===== src/rtl/timer_pkg.sv =====
// Shared definitions for the timer AXI4-Lite register block: register map
// offsets, AXI response codes, bit positions and FSM state encodings.
// Optional feature macro: TIMER_IRQ_MASK_EN (adds the IER register at 0x10).
package timer_pkg;

    localparam logic [7:0] ADDR_CTRL   = 8'h00;
    localparam logic [7:0] ADDR_LOAD   = 8'h04;
    localparam logic [7:0] ADDR_COUNT  = 8'h08;
    localparam logic [7:0] ADDR_STATUS = 8'h0C;
    localparam logic [7:0] ADDR_IER    = 8'h10;

    localparam logic [1:0] RESP_OKAY   = 2'b00;
    localparam logic [1:0] RESP_SLVERR = 2'b10;

    localparam int CTRL_START_BIT  = 0;
    localparam int CTRL_STOP_BIT   = 1;
    localparam int STATUS_PEND_BIT = 0;
    localparam int IER_EN_BIT      = 0;

    typedef enum logic {W_IDLE, W_RESP} wr_state_e;
    typedef enum logic {R_IDLE, R_DATA} rd_state_e;

    // True for word-aligned offsets that hit a real register.
    function automatic logic addr_mapped(input logic [7:0] addr);
        logic hit;
        hit = (addr == ADDR_CTRL) || (addr == ADDR_LOAD) ||
              (addr == ADDR_COUNT) || (addr == ADDR_STATUS);
`ifdef TIMER_IRQ_MASK_EN
        hit = hit || (addr == ADDR_IER);
`endif
        return hit;
    endfunction

endpackage


===== src/rtl/timer_axil_regs.sv =====
// AXI4-Lite slave register file in front of the timer core.
// Converts bus writes into start/stop pulses and the reload value, exposes
// the live count and the sticky W1C interrupt-pending bit, drives irq_o.
// Optional feature macro: TIMER_IRQ_MASK_EN (IER at 0x10 gates irq_o).
module timer_axil_regs
    import timer_pkg::*;
#(
    parameter int          ADDR_W   = 5,
    parameter logic [31:0] LOAD_RST = 32'h0000_0000
) (
    input  logic              clk,
    input  logic              rstn,
    input  logic [ADDR_W-1:0] s_awaddr,
    input  logic              s_awvalid,
    output logic              s_awready,
    input  logic [31:0]       s_wdata,
    input  logic [3:0]        s_wstrb,
    input  logic              s_wvalid,
    output logic              s_wready,
    output logic [1:0]        s_bresp,
    output logic              s_bvalid,
    input  logic              s_bready,
    input  logic [ADDR_W-1:0] s_araddr,
    input  logic              s_arvalid,
    output logic              s_arready,
    output logic [31:0]       s_rdata,
    output logic [1:0]        s_rresp,
    output logic              s_rvalid,
    input  logic              s_rready,
    output logic              start_o,
    output logic              stop_o,
    output logic [31:0]       load_val_o,
    input  logic [31:0]       cur_count_i,
    input  logic              core_irq_i,
    output logic              irq_o
);

    // Low address bits are ignored: every register is word-aligned.
    logic unused_addr_lsbs;
    assign unused_addr_lsbs = ^{s_awaddr[1:0], s_araddr[1:0]};

    // Keeps all ready outputs low until the first clock after reset release.
    logic en_q;
    // Ready gating register: set once out of reset.
    always_ff @(posedge clk or negedge rstn) begin
        if (!rstn) en_q <= 1'b0;
        else       en_q <= 1'b1;
    end

    // ---------------- write channel ----------------
    wr_state_e   wr_state_q, wr_state_d;
    logic        aw_held_q, w_held_q;
    logic [7:0]  wr_addr_q;
    logic [31:0] wdata_q;
    logic [3:0]  wstrb_q;
    logic [1:0]  bresp_q;
    logic        aw_hs, w_hs, commit;

    assign aw_hs  = s_awvalid & s_awready;
    assign w_hs   = s_wvalid & s_wready;
    assign commit = (wr_state_q == W_IDLE) & aw_held_q & w_held_q;

    // Write FSM state register.
    always_ff @(posedge clk or negedge rstn) begin
        if (!rstn) wr_state_q <= W_IDLE;
        else       wr_state_q <= wr_state_d;
    end

    // Write FSM next state: respond after commit, return once the master takes it.
    always_comb begin
        wr_state_d = wr_state_q;
        case (wr_state_q)
            W_IDLE: if (commit)   wr_state_d = W_RESP;
            W_RESP: if (s_bready) wr_state_d = W_IDLE;
            default:              wr_state_d = W_IDLE;
        endcase
    end

    // Write FSM outputs: each of AW/W is taken once, nothing new while responding.
    always_comb begin
        s_awready = en_q & (wr_state_q == W_IDLE) & ~aw_held_q;
        s_wready  = en_q & (wr_state_q == W_IDLE) & ~w_held_q;
        s_bvalid  = (wr_state_q == W_RESP);
        s_bresp   = bresp_q;
    end

    // Capture AW and W independently; release both on commit.
    always_ff @(posedge clk or negedge rstn) begin
        if (!rstn) begin
            aw_held_q <= 1'b0;
            w_held_q  <= 1'b0;
            wr_addr_q <= '0;
            wdata_q   <= '0;
            wstrb_q   <= '0;
            bresp_q   <= RESP_OKAY;
        end else begin
            if (commit)     aw_held_q <= 1'b0;
            else if (aw_hs) aw_held_q <= 1'b1;
            if (commit)     w_held_q  <= 1'b0;
            else if (w_hs)  w_held_q  <= 1'b1;
            if (aw_hs) wr_addr_q <= 8'({s_awaddr[ADDR_W-1:2], 2'b00});
            if (w_hs) begin
                wdata_q <= s_wdata;
                wstrb_q <= s_wstrb;
            end
            if (commit) bresp_q <= addr_mapped(wr_addr_q) ? RESP_OKAY : RESP_SLVERR;
        end
    end

    // ---------------- registers ----------------
    logic       wr_ctrl, wr_load, wr_w1c;
    logic       start_q, stop_q, run_q;
    logic       irq_prev_q, pend_q, pend_d, irq_o_q, irq_set;
    logic [7:0] load_byte_q [4];

    assign wr_ctrl = commit & (wr_addr_q == ADDR_CTRL);
    assign wr_load = commit & (wr_addr_q == ADDR_LOAD);
    assign wr_w1c  = commit & (wr_addr_q == ADDR_STATUS) &
                     wdata_q[STATUS_PEND_BIT] & wstrb_q[0];
    assign irq_set = core_irq_i & ~irq_prev_q;

    genvar gi;
    generate
        for (gi = 0; gi < 4; gi++) begin : g_load
            // LOAD byte lane, written only when its strobe is set.
            always_ff @(posedge clk or negedge rstn) begin
                if (!rstn)                      load_byte_q[gi] <= LOAD_RST[gi*8 +: 8];
                else if (wr_load && wstrb_q[gi]) load_byte_q[gi] <= wdata_q[gi*8 +: 8];
            end
        end
    endgenerate

    assign load_val_o = {load_byte_q[3], load_byte_q[2], load_byte_q[1], load_byte_q[0]};

    // CTRL pulses and RUN flag; STOP takes priority when both bits are written.
    always_ff @(posedge clk or negedge rstn) begin
        if (!rstn) begin
            start_q <= 1'b0;
            stop_q  <= 1'b0;
            run_q   <= 1'b0;
        end else begin
            start_q <= wr_ctrl & wdata_q[CTRL_START_BIT] & ~wdata_q[CTRL_STOP_BIT];
            stop_q  <= wr_ctrl & wdata_q[CTRL_STOP_BIT];
            if (wr_ctrl && wdata_q[CTRL_STOP_BIT])       run_q <= 1'b0;
            else if (wr_ctrl && wdata_q[CTRL_START_BIT]) run_q <= 1'b1;
        end
    end

    assign start_o = start_q;
    assign stop_o  = stop_q;

    // Sticky pending bit: a fresh core edge beats a simultaneous clear.
    always_comb begin
        pend_d = pend_q;
        if (irq_set)     pend_d = 1'b1;
        else if (wr_w1c) pend_d = 1'b0;
    end

`ifdef TIMER_IRQ_MASK_EN
    logic ier_en_q;
    // Interrupt enable register.
    always_ff @(posedge clk or negedge rstn) begin
        if (!rstn) ier_en_q <= 1'b0;
        else if (commit && (wr_addr_q == ADDR_IER) && wstrb_q[0])
            ier_en_q <= wdata_q[IER_EN_BIT];
    end
`endif

    // Edge detect, pending bit and the registered system interrupt.
    always_ff @(posedge clk or negedge rstn) begin
        if (!rstn) begin
            irq_prev_q <= 1'b0;
            pend_q     <= 1'b0;
            irq_o_q    <= 1'b0;
        end else begin
            irq_prev_q <= core_irq_i;
            pend_q     <= pend_d;
`ifdef TIMER_IRQ_MASK_EN
            irq_o_q    <= pend_q & ier_en_q;
`else
            irq_o_q    <= pend_q;
`endif
        end
    end

    assign irq_o = irq_o_q;

    // ---------------- read channel ----------------
    rd_state_e   rd_state_q, rd_state_d;
    logic [7:0]  rd_addr;
    logic [31:0] rd_data_d, rdata_q;
    logic [1:0]  rd_resp_d, rresp_q;
    logic        ar_hs;

    assign rd_addr = 8'({s_araddr[ADDR_W-1:2], 2'b00});
    assign ar_hs   = s_arvalid & s_arready;

    // Read data mux; unmapped offsets return zero with SLVERR.
    always_comb begin
        rd_data_d = '0;
        rd_resp_d = RESP_OKAY;
        case (rd_addr)
            ADDR_CTRL:   rd_data_d = {31'b0, run_q};
            ADDR_LOAD:   rd_data_d = load_val_o;
            ADDR_COUNT:  rd_data_d = cur_count_i;
            ADDR_STATUS: rd_data_d = {31'b0, pend_q};
`ifdef TIMER_IRQ_MASK_EN
            ADDR_IER:    rd_data_d = {31'b0, ier_en_q};
`endif
            default:     rd_resp_d = RESP_SLVERR;
        endcase
    end

    // Read FSM state register.
    always_ff @(posedge clk or negedge rstn) begin
        if (!rstn) rd_state_q <= R_IDLE;
        else       rd_state_q <= rd_state_d;
    end

    // Read FSM next state: one beat per address, held until accepted.
    always_comb begin
        rd_state_d = rd_state_q;
        case (rd_state_q)
            R_IDLE:  if (ar_hs)    rd_state_d = R_DATA;
            R_DATA:  if (s_rready) rd_state_d = R_IDLE;
            default:               rd_state_d = R_IDLE;
        endcase
    end

    // Read FSM outputs.
    always_comb begin
        s_arready = en_q & (rd_state_q == R_IDLE);
        s_rvalid  = (rd_state_q == R_DATA);
        s_rdata   = rdata_q;
        s_rresp   = rresp_q;
    end

    // Read data/response captured on address accept and held until taken.
    always_ff @(posedge clk or negedge rstn) begin
        if (!rstn) begin
            rdata_q <= '0;
            rresp_q <= RESP_OKAY;
        end else if (ar_hs) begin
            rdata_q <= rd_data_d;
            rresp_q <= rd_resp_d;
        end
    end

endmodule


===== config.mk =====
export PLATFORM = sky130hd
export DESIGN_NAME = timer_axil_regs
export DESIGN_NICKNAME = d
export VERILOG_FILES = /design/src/rtl/timer_pkg.sv /design/src/rtl/timer_axil_regs.sv
export SDC_FILE = /design/constraint.sdc
export NUM_CORES = 1
export LEC_CHECK = 0
export CORE_ASPECT_RATIO = 0.8
export CORE_UTILIZATION = 49
export CTS_CLUSTER_DIAMETER = 150
export DETAILED_ROUTE_END_ITERATION = 6
export HOLD_SLACK_MARGIN = 0.1
export PLACE_DENSITY = 0.85
export SYNTH_ARGS = -nofsm -noshare
export SYNTH_HDL_FRONTEND = slang
export SYNTH_SLANG_ARGS = --single-unit

===== constraint.sdc =====
create_clock -name clk -period 2.73 [get_ports clk]
set_input_delay 0.546 -clock clk [delete_from_list [all_inputs] [get_ports clk]]
set_output_delay 0.546 -clock clk [all_outputs]
set_load 0.05 [all_outputs]

==> results of run 1 <==
==> cell families (layout without fill, tap and decap cells) <==
| group | after synthesis | in the layout | share of synthesized area [%] |
|---|---|---|---|
| muxes | 74 | 74 | 19.8 |
| DFF | 116 | 116 | 60.4 |
| other | 2 | 3 | 0.156 |
| and+or+nand+nor | 56 | 56 | 6.59 |
| AOI/OAI and AO/OA | 69 | 69 | 9.06 |
| buffers and inverters | 25 | 194 | 3.98 |
==> final cells by class <==
type	count	share of cell area, %
clock buffer	24	7.21
clock inverter	5	0.720
inverter	4	0.216
multi-input combinational	202	24.8
sequential	116	41.7
tap	115	2.07
timing repair buffer	161	23.3
==> path summary, 6_finish.rpt <==
path                                  end  cells past startpoint  slack (ns)  startpoint
min                            s_bresp[1]                      1        0.12        rstn
min reg2reg                         irq_o                      0        0.41      pend_q
max in group asynchronous  load_val_o[15]                      2        1.93        rstn
max reg2reg                    wstrb_q[0]                      4        0.91    s_bvalid
max                             s_awready                      2        0.24    s_bvalid
min in group clk                    irq_o                      0        0.41      pend_q
==> per-layer routing <==
metal	share of wire, %	wire length, um	up-vias	track usage, %
met3	7.2	863	14	10.1
met5	0	0	-	0
li1	-	-	1532	-
met1	42	5040	1716	30.1
met2	50	5930	126	41.7
met4	1.1	137	0	8.11
==> sequential cells by signal (all words and copies together) (netlist names), 3 cells and up <==
register	count
load_val_o	32
wstrb_q	4
wr_addr_q	3
s_rdata	32
wdata_q	32
==> synth_stat cells (2+ instances only) <==
cell type | instances | area, um^2
nand2_1 | 34 | 128
and3_4 | 3 | 33.8
mux2_2 | 44 | 495
dfrtp_1 | 116 | 2900
buf_6 | 3 | 33.8
buf_4 | 2 | 15.0
conb_1 | 2 | 7.51
nand3_1 | 2 | 10.0
buf_2 | 2 | 10.0
a21o_1 | 2 | 15.0
nor2_1 | 3 | 11.3
a22oi_1 | 31 | 233
clkbuf_1 | 10 | 37.5
mux2_4 | 29 | 435
buf_12 | 4 | 80.1
inv_1 | 4 | 15.0
o21ai_0 | 32 | 160
a22o_1 | 2 | 17.5
nor2b_1 | 4 | 25.0
==> critical path, cell delays in order, from the launching register on <==
cell and delay [ns]:
dfrtp_1 0.45, nor3b_1 0.26, clkdlybuf4s50_1 0.84
==> per-stage QoR <==
stage | utilization, % | setup slack [ns] | hold WS [ns]
4_1_cts | 75.0 | 0.212 | 0.127
6_report | 75.0 | 0.241 | 0.122
3_3_place_gp | 69.1 | 0.604 | 0.389
3_5_place_dp | 69.1 | 0.585 | 0.392
2_1_floorplan | - | 0.0618 | 0.250
5_1_grt | 75.0 | 0.108 | 0.141
==> placed cells by master (no fill, tap or decap), types with 5 or more instances in the layout <==
master / instances
mux2_2: 44
mux2_4: 29
a22oi_1: 31
nand2_1: 34
clkdlybuf4s50_1: 154
buf_4: 5
dfrtp_1: 116
clkbuf_16: 17
o21ai_0: 32
clkbuf_8: 5
==> power by group through the flow <==
stage          clock (mW)  sequential, mW  combinational, mW
2_1_floorplan           0            3.74               1.01
3_3_place_gp            0            2.77               2.89
3_5_place_dp            0            2.82               2.96
4_1_cts              2.09            2.81               2.98
5_1_grt              2.18            2.88               3.08
6_report             2.05            2.81               2.96
==> key figures, run 1 <==
Status
  – Outcome: finished, final reports clean

Power
  – Total power draw: 7.82 mW
  – Clock share of power: 26.2%
  – Register share of total power: 35.9%
  – Sw frac: 36.1%
  – P_sw: 2.82 mW
  – Leakage: 3.04 nW
  – P per Cell Area: 1120 mW/mm^2
  – Combinational share of power: 37.8%
  – Int Power: 5.00 mW
  – Peak VDD IR: 0.724 mV

Floorplanning
  – Core Box Area: 0.00927 mm^2
  – I/O pins: 162
  – Std cell rows: 31
  – Die ar.: 0.0102 mm^2
  – Starting Density: 51.9%
  – Chip Height: 90.6 um
  – Die Wd: 113 um

STA
  – Setup violations, final: 0
  – Fmax: 402 MHz
  – Slew Limit Fails: 0
  – Fin crit share: 91.2%
  – Setup Skew: 0.00486 ns
  – Worst-margin pin slew: 0.591 ns
  – Fin. Hold Viols: 0
  – Fin crit period: 2.49 ns
  – Max_slew headroom: 60.6%
  – Final setup TNS: 0 ns
  – RSZ-0062 raised after global routing: false

Clock tree
  – CTS root buf: clkbuf_16
  – Clk Latency, worst-skew pair: 0.40 ns
  – Clock transition at the registers of the reported paths: 0.05 ns
  – Setup Buffers After CTS: 0
  – H-Tree Depth: 4
  – PostCTS Resize Cnt: 0
  – Sink Count: 116
  – CTS tree: done
  – Hold_buf cts: 0
  – Clock Path Buffers: 2
  – Cts bufs inserted: 17

GRT
  – Global-route wire length before repair: 19400 um
  – GRT Overall Usage: 25.2%
  – Largest net degree at the start of global routing: 59
  – Remaining global-route overflow: 0
  – Vias in the first global route: 3738
  – Initial antenna violation count: 0

Synthesis
  – Synth warn: 0
  – Asr flop ratio synth: 100%
  – Gate Count Post-Synth: 342
  – Synthesized area: 0.00481 mm^2
  – Top FF cell, synth: dfrtp_1
  – Cell variety after synth: 32
  – Register area share after synthesis: 60.4%
  – Syn_area_per_cell: 14.1 um^2
  – Post-synth EDFFs: 0
  – Number of synthesized register bits: 116

Drt
  – Vias per cell: 5.40
  – Via count: 3388
  – Residual DRC: 0
  – Post-route ant nets: 0
  – DRT Pass-1 Iters: 4
  – Routed len/inst: 19.1 um
  – Routed wire length: 12000 um
  – Detailed Route Iter0 Violations: 135

Place
  – Post-DP Area: 0.00640 mm^2
  – Dpl hpwl: 8080 um
  – RD Place Congestion: 0.768
  – IO Port Bufs: 155
  – Placed Cells: 598

Finish
  – Area occupied by registers: 0.00290 mm^2
  – Share of layout cells above drive strength 1: 23.2%
  – Final Cell Area: 0.00695 mm^2
  – Layout Nets: 588
  – # diodes: 0
  – Multi-input logic area: 0.00172 mm^2
  – Layout area overhead: 44.7%
  – Fill cells: 593
  – Layout Cells excl Fill: 627

Worst setup path
  – WS Path Type: reg -> out
  – Critical Path RT: 2.18 ns
  – Max FO, Critical Path: 5
  – CP arrival: 1.94 ns
  – Kind of start point of the critical path: register
  – CP Capture Type: primary output

Run
  – Max cap viols: 0

Min path
  – Min-Delay Path Class: in -> async
Power figures use the tool's default switching activity.
==> run 2: changes to the inputs <==
- ABC_CLOCK_PERIOD_IN_PS: unset -> 2730
==> results of run 2 <==
No change in the layout: final DEF, timing and power equal those of run 1.
